--- config.mk ---
export PLATFORM = sky130hd
export DESIGN_NAME = imem_fetch_ctrl
export DESIGN_NICKNAME = d
export VERILOG_FILES = /design/src/rtl/fetch_pkg.sv /design/src/rtl/fetch_fifo.sv /design/src/rtl/imem_fetch_ctrl.sv
export SDC_FILE = /design/constraint.sdc
export NUM_CORES = 1
export LEC_CHECK = 0
export CORE_AREA = 2 2 131 133
export DETAILED_ROUTE_END_ITERATION = 10
export DIE_AREA = 0 0 133 135
export GPL_TIMING_DRIVEN = 0
export PLACE_DENSITY_LB_ADDON = 0.3
export SLEW_MARGIN = 20
export SYNTH_ARGS = -nofsm -noshare
export SYNTH_HDL_FRONTEND = slang
export SYNTH_SLANG_ARGS = --single-unit
--- constraint.sdc ---
create_clock -name clk -period 9.4 [get_ports clk]
set_clock_uncertainty 0.15 [all_clocks]
set_input_delay 1.88 -clock clk [delete_from_list [all_inputs] [get_ports clk]]
set_output_delay 1.88 -clock clk [all_outputs]
set_load 0.02 [all_outputs]
--- src/rtl/fetch_pkg.sv ---
// fetch_pkg: shared types and helpers for the instruction fetch sequencer
// Contents: fetch state enum, NOP encoding, {pc, instr} FIFO entry, range check.
package fetch_pkg;

  typedef enum logic [1:0] {RUN, HALTED, FAULT} fetch_state_e;

  localparam logic [31:0] NOP_INSTR = 32'h0000_0013;

  typedef struct packed {
    logic [31:0] pc;
    logic [31:0] instr;
  } fetch_entry_t;

  // True when the word index of pc falls inside implemented memory
  function automatic logic pc_in_range(input logic [31:0] pc, input int unsigned words);
    return {2'b00, pc[31:2]} < words;
  endfunction

endpackage

--- src/rtl/fetch_fifo.sv ---
// fetch_fifo: DEPTH-entry synchronous FIFO of fetched {pc, instr} pairs
// Ports: clk/rst; push/pop/flush requests; din entry in; full/empty flags;
// head = entry at read pointer, zero when empty. Flush overrides push and pop.
module fetch_fifo
  import fetch_pkg::*;
#(
  parameter int DEPTH = 2
) (
  input  logic         clk,
  input  logic         rst,
  input  logic         push,
  input  logic         pop,
  input  logic         flush,
  input  fetch_entry_t din,
  output logic         full,
  output logic         empty,
  output fetch_entry_t head
);
  localparam int AW = $clog2(DEPTH);
  fetch_entry_t mem [DEPTH];
  logic [AW-1:0] wr_ptr, rd_ptr;
  logic [AW:0] count;
  logic do_push, do_pop;
  assign full = count == (AW+1)'(DEPTH);
  assign empty = count == '0;
  assign do_pop = pop && !empty;
  // A pop in the same cycle frees the slot a full FIFO needs for the push
  assign do_push = push && (!full || do_pop);
  assign head = empty ? '0 : mem[rd_ptr];
  always_ff @(posedge clk) begin
    if (rst || flush) begin
      wr_ptr <= '0;
      rd_ptr <= '0;
      count <= '0;
    end else begin
      if (do_push) begin
        mem[wr_ptr] <= din;
        wr_ptr <= wr_ptr + 1'b1;
      end
      if (do_pop) rd_ptr <= rd_ptr + 1'b1;
      count <= count + (AW+1)'(do_push) - (AW+1)'(do_pop);
    end
  end
endmodule

--- src/rtl/imem_fetch_ctrl.sv ---
// imem_fetch_ctrl: PC owner and fetch sequencer feeding decode through a small FIFO
// Ports: clk/rst; imem_a/imem_rst/imem_rd to the combinational instruction memory;
// halt and redirect_valid/redirect_pc control; valid_o/ready_i/instr_o/pc_o to decode;
// fault_o sticky while the PC is outside implemented memory.
module imem_fetch_ctrl
  import fetch_pkg::*;
#(
  parameter logic [31:0] RESET_PC   = 32'h0000_0000,
  parameter int          DEPTH      = 2,
  parameter int          IMEM_WORDS = 1024
) (
  input  logic        clk,
  input  logic        rst,
  output logic [31:0] imem_a,
  output logic        imem_rst,
  input  logic [31:0] imem_rd,
  input  logic        halt,
  input  logic        redirect_valid,
  input  logic [31:0] redirect_pc,
  output logic        valid_o,
  input  logic        ready_i,
  output logic [31:0] instr_o,
  output logic [31:0] pc_o,
  output logic        fault_o
);
  fetch_state_e state, state_next;
  logic [31:0] pc, pc_next, target;
  logic pc_ok, push, pop, full, empty;
  fetch_entry_t head;
  fetch_fifo #(.DEPTH(DEPTH)) u_fifo (
    .clk(clk),
    .rst(rst),
    .push(push),
    .pop(pop),
    .flush(redirect_valid),
    .din('{pc: pc, instr: imem_rd}),
    .full(full),
    .empty(empty),
    .head(head)
  );
  always_ff @(posedge clk) begin
    if (rst) begin
      state <= RUN;
      pc <= RESET_PC;
    end else begin
      state <= state_next;
      pc <= pc_next;
    end
  end
  always_comb begin
    target = redirect_pc & ~32'h3;
    pc_ok = pc_in_range(pc, IMEM_WORDS);
    pop = !empty && ready_i;
    // Out-of-range PCs are never pushed, even for the one cycle before FAULT is entered
    push = state == RUN && !redirect_valid && pc_ok && (!full || pop);
    pc_next = redirect_valid ? target : push ? pc + 32'd4 : pc;
    state_next = state;
    if (redirect_valid) state_next = pc_in_range(target, IMEM_WORDS) ? RUN : FAULT;
    else if (state != FAULT && !pc_ok) state_next = FAULT;
    else if (state == RUN && halt) state_next = HALTED;
    else if (state == HALTED && !halt) state_next = RUN;
  end
  assign imem_a = pc;
  assign imem_rst = rst;
  assign valid_o = !empty;
  assign instr_o = head.instr;
  assign pc_o = head.pc;
  assign fault_o = state == FAULT;
endmodule

# Yosys cells after proc, flatten, opt, wreduce, memory -nomap -nowiden
# Memories as Yosys holds them, arrays and structs flattened. A register that Yosys moved wholly into a read port is not among the register bits.
# Cells that the tools add are included.
# totals
mem_count	1
wordCells	53
reg_bits	38
ramBits	128
inputBits	69
out_inout_bits	99
# memory_table
memory	depth	width	rd	rd_clocked_by_memory_dff	wr	line	text
u_fifo.mem	2	64	1	1	1	fetch_fifo.sv:20	fetch_entry_t mem [DEPTH];
# classes
reduce_logical	22
eq_ne	4
n_lt_le_gt_ge	2
add_sub_neg	5
mux	13
# ops
op	count
2-to-1 mux 32 bit	2
2-to-1 mux 64 bit	1
< comparator 30 x 11 -> 1 bit, second input constant	2
adder 32 x 3 -> 32 bit, second input constant	1
2-to-1 mux 2 bit	5
logical AND 1 bit	9
zero test 1 bit	5
2-to-1 mux 1 bit	5
equality test 2 bit, second input constant	2
zero test 2 bit	2
nonzero test 4 bit	1
logical OR 1 bit	3
adder 1 bit, second input constant	2
adder 2 x 1 -> 2 bit	1
equality test 2 x 1 -> 1 bit, second input constant	1
!= test 2 bit, second input constant	1
nonzero test 2 bit	1
OR reduction 2 bit	1
subtractor 2 x 1 -> 2 bit	1

# Longest topological paths before layout
# logic_depth
word_depth	9
mapped_depth	7
depth_no_buf	7

# Hierarchy
# A second synthesis with hierarchy kept.
# hier_totals
hier_cells	473
hier_area_um2	6553.8
# by_module_without_submodules
mod	cells_per_inst	area_per_inst_um2	seq_area_each_um2	instances
fetch_fifo	298	5046.1	3943.8	1
imem_fetch_ctrl	175	1507.7	640.6	1

# Least setup slack after synthesis
# OpenSTA, ideal clock, no wires.
# synth_path
kind	input to register
start	in redirect_valid
end	mem u_fifo.mem[0][0] in the netlist's numbering, enable pin
n_path_buf	2
setup_time_ns	0.559
stages	6
t_required_ns	8.691
slack_ns	1.845
arrival_time_ns	6.846
cell_sequence	buf_4 nor3_1 and4_1 buf_6 nand2_1 nor3_1
# synth_via
elab_chain_cells	8
word_cells_on_any_way	9
cone_classes	mux: 3; reduce/logical: 6
# synth_rtl
item	line	text
from (decl)	imem_fetch_ctrl.sv:18	input logic redirect_valid,
zero test 1 bit	imem_fetch_ctrl.sv:55	push = state == RUN && !redirect_valid && pc_ok && (!full || pop);
logical AND 1 bit (3 in a row)	imem_fetch_ctrl.sv:55	
logical AND 1 bit	fetch_fifo.sv:28	assign do_push = push && (!full || do_pop);
2-to-1 mux 1 bit	fetch_fifo.sv:36	if (do_push) begin
2-to-1 mux 1 bit (*)	fetch_fifo.sv:31	if (rst || flush) begin
2-to-1 mux 1 bit (not written as such) (*)	fetch_fifo.sv:37	mem[wr_ptr] <= din;
to (decl)	fetch_fifo.sv:20	
# Every way passes the cells marked *; elsewhere a longest branch is shown, timed or not.

# Worst setup path in the final report
# layout_path
start	in rst
end	out imem_rst
# layout_lines
item	line	text
from (decl)	imem_fetch_ctrl.sv:13	input logic rst,
to (decl)	imem_fetch_ctrl.sv:15	output logic imem_rst,
# No word-level cell between the ends.

==> flow_summary_export.csv <==
group,metric,value,unit
yosys,yosysWarnings,0,
sta,max_slew_margin,0.409,
drt,first_pass_iters,5,
yosys,ys_seq_area_frac,0.682,
drt,avgViaCountPerCell,5.05,
power,p_leak,3.04,nW
finish,final_cell_area,9130,sq um
yosys,synth_cell_type_count,43,
sta,worst_hold_slack,0.363,ns
power,p_comb_frac,0.070,
power,switching_share,0.219,
yosys,syn_inst,476,
global_route,grt_overflow,0,
finish,fillCellCount,1345,
min_path,hold_class,"reg -> reg",
clocking,clock_path_buffers,2,
place,portBuffers,160,
sta,period_minus_slack,5.34,ns
sta,fin_crit_sh,0.568,
setup_path,start_kind,"input port",
yosys,synth-compound-area-share,0.0317,
yosys,syn-mean-instance-area,13.7,sq um
power,power.share.clock,0.416,
finish,syn2layout_area_growth,39.6,%
setup_path,required,7.37,ns
finish,antenna-diode-count,0,
setup_path,worstPathMaxFanout,6,
die,floorplan.initialDensity,0.399,
drt,drc,0,
power,ir_worst_vdd,128,uV
global_route,grt_pass1_wl,24400,um
clocking,root_buffer,"clkbuf_16",
power,power.density,168,nW/um^2
clocking,path_clk_slew,0.06,ns
sta,rsz0062_at_grt,"false",
setup_path,worstSetupEndpointType,"output port",
die,io_pins,168,
sta,worst_slew_pin_slew,0.883,ns
die,rows,47,
clocking,cts_tree,"built",
global_route,grt_max_degree,17,
clocking,numCtsBuffers,17,
yosys,synth_top_family_by_area,"multiplexers",
yosys,synth_ff_type,"edfxtp_1",
status,outcome,"finished clean",
flow_run,maxCapViolCount,0,
place,gp_congestion,0.810,
global_route,antenna_found_initial,0,
place,place.detailed.hpwl,11300,um
yosys,synth_xor_area_frac,0.00268,
setup_path,critPathKind,"in -> out",
clocking,post_cts_buffers,0,
finish,finalNetCount,745,
die,core-area,16400,sq um
yosys,synth_edf_count,124,
sta,fmax,0.187,GHz
yosys,ys_ff_latch,161,
drt,ant_nets,0,
setup_path,worstPathArrival,3.31,ns
sta,final_max_slew_viol_count,0,
finish,multi_input_area,1900,sq um
clocking,ctsResizeCount,0,
power,power_frac_seq,0.514,
clocking,clock_sinks,161,
finish,layout-drive-gt1-share,0.102,
drt,drt_iter0_drc,303,
die,die_h,135,um
drt,vias,4577,
yosys,yosys.area_share.simple,0.116,
drt,drt_wl_total,15700,um
die,die_x,133,um
clocking,cts_hold_buf,0,
power,p_int,1.20,mW
yosys,syn_area,6540,sq um
clocking,htreeDepth,4,
sta,finalHoldViolations,0,
yosys,synthMuxAreaShare,0.132,
die,die_area,18000,sq um
clocking,clock_latency,0.42,ns
drt,wl_per_cell,17.3,um
yosys,synthAdderAreaFrac,0.00382,
global_route,grt_usage,0.178,
yosys,ys_async_sr_fraction,0,
place,placed_area,8590,sq um
power,p_sw,0.336,mW
global_route,grt_pass1_vias,4506,
finish,seq_area,4460,sq um
sta,setup_viol,0,
[through the flow]
stage | setup slack [ns] | util | total power, mW | cells | TNS, ns
floorplan | 1.85 | - | 0.845 | 479 | 0
global placement | -1.36 | 0.514 | 0.907 | 859 | -167.98
detailed placement | 4.07 | 0.524 | 0.909 | 875 | 0
CTS | 4.06 | 0.557 | 1.54 | 907 | 0
global route | 4.06 | 0.557 | 1.58 | 907 | 0
finish | 4.06 | 0.557 | 1.53 | 907 | 0
[sequential cells by signal (all words and copies together) (netlist names), named ones only]
signal         flops
u_fifo.mem       124
u_fifo.rd_ptr      1
u_fifo.wr_ptr      1
state              2
imem_a            30
u_fifo.count       2
[worst paths after layout]
path / startpoint / end / slack [ns] / cells past startpoint
worst max-delay path: rst / imem_rst / 4.06 / 3
worst min-delay path: u_fifo.rd_ptr / u_fifo.rd_ptr / 0.36 / 2
worst max register to register: imem_a[31] / u_fifo.mem[1][25] / 6.79 / 8
worst min register to register: u_fifo.rd_ptr / u_fifo.rd_ptr / 0.36 / 2
[layout make-up]
cell class	count	share of cell area
Multi-Input combinational cell	279	0.208
Sequential cell	161	0.489
Inverter	6	0.00247
Timing Repair Buffer	176	0.192
Clock inverter	12	0.0116
Tap cell	220	0.0301
Clock buffer	20	0.0478
Buffer	33	0.0199
[critical path: stages]
cell             delay (ns)
clkdlybuf4s50_1        0.67
buf_4                  0.17
clkdlybuf4s50_1        0.59
[logic make-up (layout without fill, tap and decap cells)]
logic type,after synthesis,after routing
buf+inv,39,247
fa+ha+maj,2,2
flops,161,161
mux,86,86
other cells,1,4
xor+xnor,2,2
compound gates,29,29
simple gates,156,156
[Yosys cell counts, types with 2 or more instances]
master     number  share of area
buf_4           8         0.0092
inv_1           6         0.0034
and3_1          4         0.0038
buf_6           2         0.0034
nor4_1          9         0.0086
and2_1          4         0.0038
o21ai_0         5         0.0038
edfxtp_1      124           0.57
nor2b_1         7         0.0067
nand2_1        11         0.0063
ha_1            2         0.0038
a221oi_1        2         0.0027
nor3_1         10         0.0076
nor2_1         87          0.050
mux2i_1        86           0.13
clkbuf_1       13         0.0075
or3_1           2         0.0019
a31oi_1         6         0.0057
nand4_1         9         0.0086
a41oi_1         2         0.0027
or4_1           3         0.0034
dfxtp_1        37           0.11
nand3_1         3         0.0023
nor4_4          2         0.0065
a2111oi_0       2         0.0027
buf_2          10         0.0076
a21oi_1         4         0.0031
[metal layers]
layer | vias up | share of wire | GRT usage
met5 | - | 0 | 0
met4 | 0 | 0.015 | 0.0645
met3 | 21 | 0.061 | 0.0454
met2 | 170 | 0.48 | 0.293
met1 | 2233 | 0.44 | 0.229
li1 | 2153 | - | -
[power groups by stage]
stage               clock (mW)  combinational (mW)  sequential, mW
finish                   0.636               0.107           0.788
global route             0.672               0.114           0.789
CTS                      0.648               0.107           0.788
detailed placement           0               0.106           0.803
global placement             0               0.104           0.802
floorplan                    0              0.0373           0.808
[placed cells by master, fill, tap and decap left out, types with 2 or more instances in the layout]
cell type	count
a221oi_1	2
buf_2	10
and2_1	4
clkbuf_1	16
nor2_1	87
nor4_1	9
o21ai_0	5
buf_6	10
inv_1	6
a21oi_1	4
a31oi_1	6
nand3_1	3
nand2_1	11
a2111oi_0	2
clkinv_1	2
conb_1	4
inv_6	4
clkdlybuf4s50_1	160
nor3_1	8
edfxtp_1	124
or4_1	3
dfxtp_1	37
nor3_2	2
clkbuf_16	17
and3_1	4
nor4_4	2
buf_4	16
nand4_1	9
clkinv_2	2
a41oi_1	2
ha_1	2
clkinvlp_4	2
mux2i_1	86
or3_1	2
nor2b_1	7
No activity file was read; power rests on OpenSTA's default activity.
